File: src/rtl/cbc_chain_pkg.sv
// Shared constants for the CBC chaining stage: block width default and FSM state encodings.
package cbc_chain_pkg;

    localparam int CBC_DATA_W = 128;

    localparam logic [1:0] CBC_IDLE = 2'h0;
    localparam logic [1:0] CBC_REQ  = 2'h1;
    localparam logic [1:0] CBC_WAIT = 2'h2;
    localparam logic [1:0] CBC_OUT  = 2'h3;

endpackage

File: src/rtl/cbc_chain.sv
// CBC chaining stage wrapped around an external 128-bit AES core; one block in flight.
module cbc_chain
    import cbc_chain_pkg::*;
#(
    parameter int DATA_W = CBC_DATA_W
) (
    input  logic              clk,
    input  logic              rst,
    input  logic              iv_load,
    input  logic [DATA_W-1:0] iv,
    input  logic              decrypt,
    input  logic              in_block_valid,
    output logic              in_block_ready,
    input  logic [DATA_W-1:0] in_block,
    output logic              core_req_valid,
    input  logic              core_req_ready,
    output logic [DATA_W-1:0] core_req_block,
    input  logic              core_resp_valid,
    input  logic [DATA_W-1:0] core_resp_block,
    output logic              out_block_valid,
    input  logic              out_block_ready,
    output logic [DATA_W-1:0] out_block,
    output logic [1:0]        state,
    output logic              empty
);

    logic [1:0]        state_q, state_d;
    logic [DATA_W-1:0] chain_q, chain_d;
    logic [DATA_W-1:0] cur_q,   cur_d;
    logic [DATA_W-1:0] out_q,   out_d;
    logic              mode_q,  mode_d;

    assign core_req_block  = cur_q;
    assign out_block       = out_q;
    assign state           = state_q;
    assign empty           = (state_q == CBC_IDLE);
    assign core_req_valid  = (state_q == CBC_REQ);
    assign out_block_valid = (state_q == CBC_OUT);

    always_comb begin
        // NOTE: every signal written here gets a default first so no path can infer a latch.
        state_d        = state_q;
        chain_d        = chain_q;
        cur_d          = cur_q;
        out_d          = out_q;
        mode_d         = mode_q;
        in_block_ready = 1'b0;

        case (state_q)
            CBC_IDLE: begin
                in_block_ready = !iv_load;
                if (iv_load) begin
                    chain_d = iv;
                    mode_d  = decrypt;
                end else if (in_block_valid) begin
                    cur_d   = mode_q ? in_block : (in_block ^ chain_q);
                    state_d = CBC_REQ;
                end
            end
            CBC_REQ: begin
                if (core_req_ready) state_d = CBC_WAIT;
            end
            CBC_WAIT: begin
                if (core_resp_valid) begin
                    if (mode_q) begin
                        // chain_q here is still the previous ciphertext; it is replaced on the same edge.
                        out_d   = core_resp_block ^ chain_q;
                        chain_d = cur_q;
                    end else begin
                        out_d   = core_resp_block;
                        chain_d = core_resp_block;
                    end
                    state_d = CBC_OUT;
                end
            end
            CBC_OUT: begin
                in_block_ready = out_block_ready;
                if (out_block_ready) begin
                    if (in_block_valid) begin
                        cur_d   = mode_q ? in_block : (in_block ^ chain_q);
                        state_d = CBC_REQ;
                    end else begin
                        state_d = CBC_IDLE;
                    end
                end
            end
            default: state_d = CBC_IDLE;
        endcase
    end

    // NOTE: sequential state uses non-blocking assignments only, so every flop samples pre-edge values.
    always_ff @(posedge clk) begin
        if (rst) begin
            state_q <= CBC_IDLE;
            chain_q <= '0;
            cur_q   <= '0;
            out_q   <= '0;
            mode_q  <= 1'b0;
        end else begin
            state_q <= state_d;
            chain_q <= chain_d;
            cur_q   <= cur_d;
            out_q   <= out_d;
            mode_q  <= mode_d;
        end
    end

endmodule

File: config.mk
export PLATFORM = sky130hd
export DESIGN_NAME = cbc_chain
export DESIGN_NICKNAME = d
export VERILOG_FILES = /design/src/rtl/cbc_chain_pkg.sv /design/src/rtl/cbc_chain.sv
export SDC_FILE = /design/constraint.sdc
export NUM_CORES = 1
export LEC_CHECK = 0
export BUFFER_PORTS_ARGS = -buffer_cell sky130_fd_sc_hd__buf_2
export CAP_MARGIN = 20
export CORE_AREA = 4 4 250 252
export CTS_CLUSTER_SIZE = 20
export DETAILED_ROUTE_END_ITERATION = 16
export DIE_AREA = 0 0 254 256
export PLACE_DENSITY = 0.63
export SLEW_MARGIN = 10
export SYNTH_ARGS = -nofsm -noshare
export SYNTH_HDL_FRONTEND = slang
export SYNTH_SLANG_ARGS = --single-unit
File: constraint.sdc
create_clock -name clk -period 4.3 [get_ports clk]
set_input_delay 0.215 -clock clk [delete_from_list [all_inputs] [get_ports clk]]
set_output_delay 0.215 -clock clk [all_outputs]
set_load 0.01 [all_outputs]
* Word-level counts from Yosys, hierarchy flattened
Cells that the tools add are included.
Word-level totals: memories kept 0, output and inout port bits 262, bits in read-only memories 0, input port bits 392, memory bits (writable) 0, word-level logic and storage cells 43, latch bits 0, register bits after elaboration 387
Operators by class: mux-type cells 18, equal/unequal tests 9, reductions and logical operators 9, add/subtract/negate cells 0, multipliers 0, shifts and indexed selects 0, divide/modulo/power cells 0, bitwise gates (word level) 2, $lt $le $gt $ge 0
Operators by type and width (number):
- $mux 128 | 8
- $pmux 128 s2 | 2
- $xor 128x128->128 | 2
- $mux 2 | 5
- $ne 2x2->1 const B | 4
- $pmux 2 s4 | 1
- $reduce_and 3->1 | 2
- $reduce_and 5->1 | 1
- $eq 2x2->1 const B | 2
- $ne 2x1->1 const B | 2
- $reduce_and 2->1 | 2
- $reduce_bool 2->1 | 2
- $eq 2x1->1 const B | 1
- $logic_not 2->1 | 1
- $pmux 1 s2 | 1
- $logic_not 1->1 | 1
- $mux 1 | 1

* Depth between registers and ports, before layout
depth after elaboration 5, depth in mapped cells 9, mapped depth without buffers 6

* Least setup slack after synthesis
No wires, ideal clock.
path type reg-to-reg, from reg state_q[0] (netlist: state[0]), to reg cur_q[100] (netlist: core_req_block[100]), setup slack 2424 ps, arrival 1791 ps, required time 4214 ps, period minus slack after synthesis 1876 ps, library setup time 86 ps, stages on the path, launching flop included 9, path buffers 3, cells stage by stage dfxtp_1 inv_1 ha_1 nor4bb_1 buf_2 buf_4 buf_4 nor2_1 a211oi_1
Between the ends: word-level cells in the longest chain between the ends 3, elaborated cells on any way between the ends 7, classes of those cells eq/ne (3); mux (1); reduce/logical (3)
Ends and longest elaborated chain:
- from (decl) | line cbc_chain.sv:27 | logic [1:0] state_q, state_d;
- from (signal assigned) | line cbc_chain.sv:100 | state_q <= state_d;
- $eq 2x2->1 or $logic_not 2->1 (tied branches) | line cbc_chain.sv:49 | case (state_q)
- $ne 2x1->1 (no line) (tied with other cells)
- $reduce_and 3->1 (no line)
- to (signal assigned) | line cbc_chain.sv:102 | cur_q <= cur_d;
- to (decl) | line cbc_chain.sv:29 | logic [DATA_W-1:0] cur_q, cur_d;
Several ways; a longest one is shown, not always the timed one. A chain may end at the register's enable or synchronous reset.

* Worst setup path after layout
from reg state_q[0] (netlist: state[0]), to reg chain_q[111]
Between the ends: word-level cells in the longest chain between the ends 3, elaborated cells on any way between the ends 7, classes of those cells eq/ne (3); mux (1); reduce/logical (3)
Ends and longest elaborated chain:
- $eq 2x2->1 or $logic_not 2->1 (tied branches) | line cbc_chain.sv:49
- $ne 2x2->1 (no line) or $reduce_bool 2->1 (tied branches)
- $reduce_and 3->1 (no line)
- to (signal assigned) | line cbc_chain.sv:101 | chain_q <= chain_d;
- to (decl) | line cbc_chain.sv:28 | logic [DATA_W-1:0] chain_q, chain_d;
Several ways; a longest one is shown, not always the timed one.

==> metrics.csv <==
metric,value,unit
Multi-input gate area,10200,µm²
logic gate share of total power,0.386,
Max IR drop VDD,0.435,mV
status,completed,
die width,254,µm
vias per cell,4.84,
htree depth,2,
max-slew violation count,0,
number of port buffers,653,
final hold vios,0,
DRT Wirelength,69100,µm
most frequent cell after synthesis,dfxtp_1,
drc violations,0,
Avg Synthesized Cell Area,8.83,µm²
worst-path fanout max,43,
synth warn,0,
Sum Neg Setup Slack,0,ps
gr usage total,0.201,
f_max,385,MHz
CP required,4730,ps
Slew Limit Headroom,0.388,
Post-synth ARST share,0,
Yosys top cell area share,0.410,
Post-Synthesis Cells,2143,
Leakage Power,10.8,nW
core footprint,60100,µm²
final setup violation count,0,
Starting DRT DRC Count,1005,
Post-CTS Setup Bufs,0,
# clock sinks,387,
cell taking the most area after synthesis,dfxtp_1,
most used flip-flop cell after synthesis,dfxtp_1,
critical path launch point type,flip-flop,
Crit path arrival time,3030,ps
Tmin final,2600,ps
RSZ-0062 raised after global routing,no,
Worst Clk Skew,17.6,ps
Reg area,7750,µm²
Worst-Margin Slew,917,ps
Mapped Nets,2541,
GPL Wtd Cong,0.849,
sequential area share after synthesis,0.410,
Place WS,1660,ps
post-synthesis instance area,18900,µm²
Avg WL per Cell,18.0,µm
Pwr Density,563,nW/µm²
post-route worst setup slack,1700,ps
DP Area,22600,µm²
max-cap violations,0,
row count,90,
die area,65000,µm²
starting density of the core,0.315,
GRT overflow,0,
post-route cell area,27400,µm²
Int Pwr,0.00955,W
Final Util,0.455,
"flops & latches, synth",387,
crit path kind,reg -> reg,
Routed Antenna Nets,0,
CTS tree,yes,
number of global-route vias before repair,18500,
Commonest cells post-synth,"387 x dfxtp_1, 260 x nand2_1, 259 x nor2_1",
largest net degree at the start of global routing,129,
layout cells sized above 1,0.250,
Vias,18600,
height of the die,256,µm
DR pass1 iterations,5,
Final Cycle Share,0.605,
clk_lat worst skew,560,ps
first-pass GRT wire length,106000,µm
Flop pwr share,0.368,
CTS Buf Count,46,
Clock Power Share,0.246,
Hold WC Path Type,in -> reg,
area grow syn2layout,44.7,%
largest cells by area after synthesis,"dfxtp_1 41%, a211oi_1 10%, mux2i_1 6.8%",
clock buffer depth,3,
Cell variety after synth,26,
NetSw,0.00586,W
Switching Fraction,0.380,
filler instances,5685,
initial antenna violation count,12,
final net count,3420,
CTS Root Cell,clkbuf_16,
io pins,654,
HPWL after DPL,45800,µm
CP endpoint kind,flip-flop,
Worst-path clk slew,60,ps
"EDFF count, synth",0,
WHS,19.8,ps
## layout by cell type, fill, tap and decap left out, drive strengths merged, types with 2 or more instances in the layout
| master | instances |
|---|---|
| a211oi | 256 |
| a21oi | 3 |
| buf | 683 |
| clkbuf | 65 |
| clkinv | 10 |
| clkinvlp | 3 |
| dfxtp | 387 |
| diode | 11 |
| dlygate4sd3 | 332 |
| ha | 6 |
| inv | 6 |
| mux2i | 128 |
| nand2 | 260 |
| nand3 | 2 |
| nor2 | 259 |
| nor2b | 133 |
| o21ai | 129 |
| o2bb2ai | 128 |
| xnor2 | 128 |
| xor2 | 128 |
## cell families after synthesis
family | count (synthesis) | synth area share
flops | 387 | 0.410
simple gates | 657 | 0.149
fa+ha+maj | 6 | 0.00397
mux | 128 | 0.0677
xor+xnor | 256 | 0.119
buf+inv | 189 | 0.0534
compound gates | 520 | 0.198
## sequential cells by signal (all words and copies together), names as in the netlist
signal / flops
state: 2
chain_q: 128
mode_q: 1
out_block: 128
core_req_block: 128
## cell type report
type | count | share of cell area
multi-input combinational | 1567 | 0.373
sequential | 387 | 0.283
timing repair buffer | 1016 | 0.253
clock buffer | 64 | 0.0490
tap | 782 | 0.0358
clock inverter | 16 | 0.00439
antenna | 11 | 0.00101
inverter | 4 | 0.000549
## repair_timing
| action | CTS | global route |
|---|---|---|
| hold buffers | 332 | 0 |
| gates resized for setup | 0 | 0 |
| hold endpoints to repair | 330 | 0 |
## critical path, stage by stage (launching register included)
cell and delay (ps):
dfxtp_1 370, inv_1 190, ha_4 440, nor2b_1 270
nor3_2 100, nand2_4 450, buf_4 500, o2bb2ai_1 120
## power by group through the flow
stage | Sequential, W | Combinational [W] | Clock, W
after floorplan | 0.00578 | 0.00371 | 0
after global placement | 0.00572 | 0.00562 | 0
after detailed placement | 0.00571 | 0.00570 | 0
after CTS | 0.00566 | 0.00595 | 0.00390
after global routing | 0.00583 | 0.00653 | 0.00404
final | 0.00567 | 0.00595 | 0.00379
## worst paths after layout
kind                                      endpoint  cells after the start  slack [ps]                startpoint
setup / recovery         chain_q[111]$_SDFFE_PP0P_                      7        1700     state[0]$_SDFFE_PP0P_
hold / removal    core_req_block[100]$_SDFFE_PP0P_                      3          20             in_block[100]
setup reg to reg         chain_q[111]$_SDFFE_PP0P_                      7        1700     state[0]$_SDFFE_PP0P_
hold reg to reg           chain_q[73]$_SDFFE_PP0P_                      1         470  chain_q[73]$_SDFFE_PP0P_
## layer usage
metal,track usage,share of wire
met2,0.335,0.47
met5,0,0.00010
met4,0.108,0.056
met3,0.0429,0.064
met1,0.242,0.41
## metrics by stage
step           power [W]  cells
2_1_floorplan    0.00949   2143
3_3_place_gp      0.0113   3424
3_5_place_dp      0.0114   3424
4_1_cts           0.0155   3836
5_1_grt           0.0164   3844
6_report          0.0154   3847
Note: power is estimated with default switching activity, not from simulation.
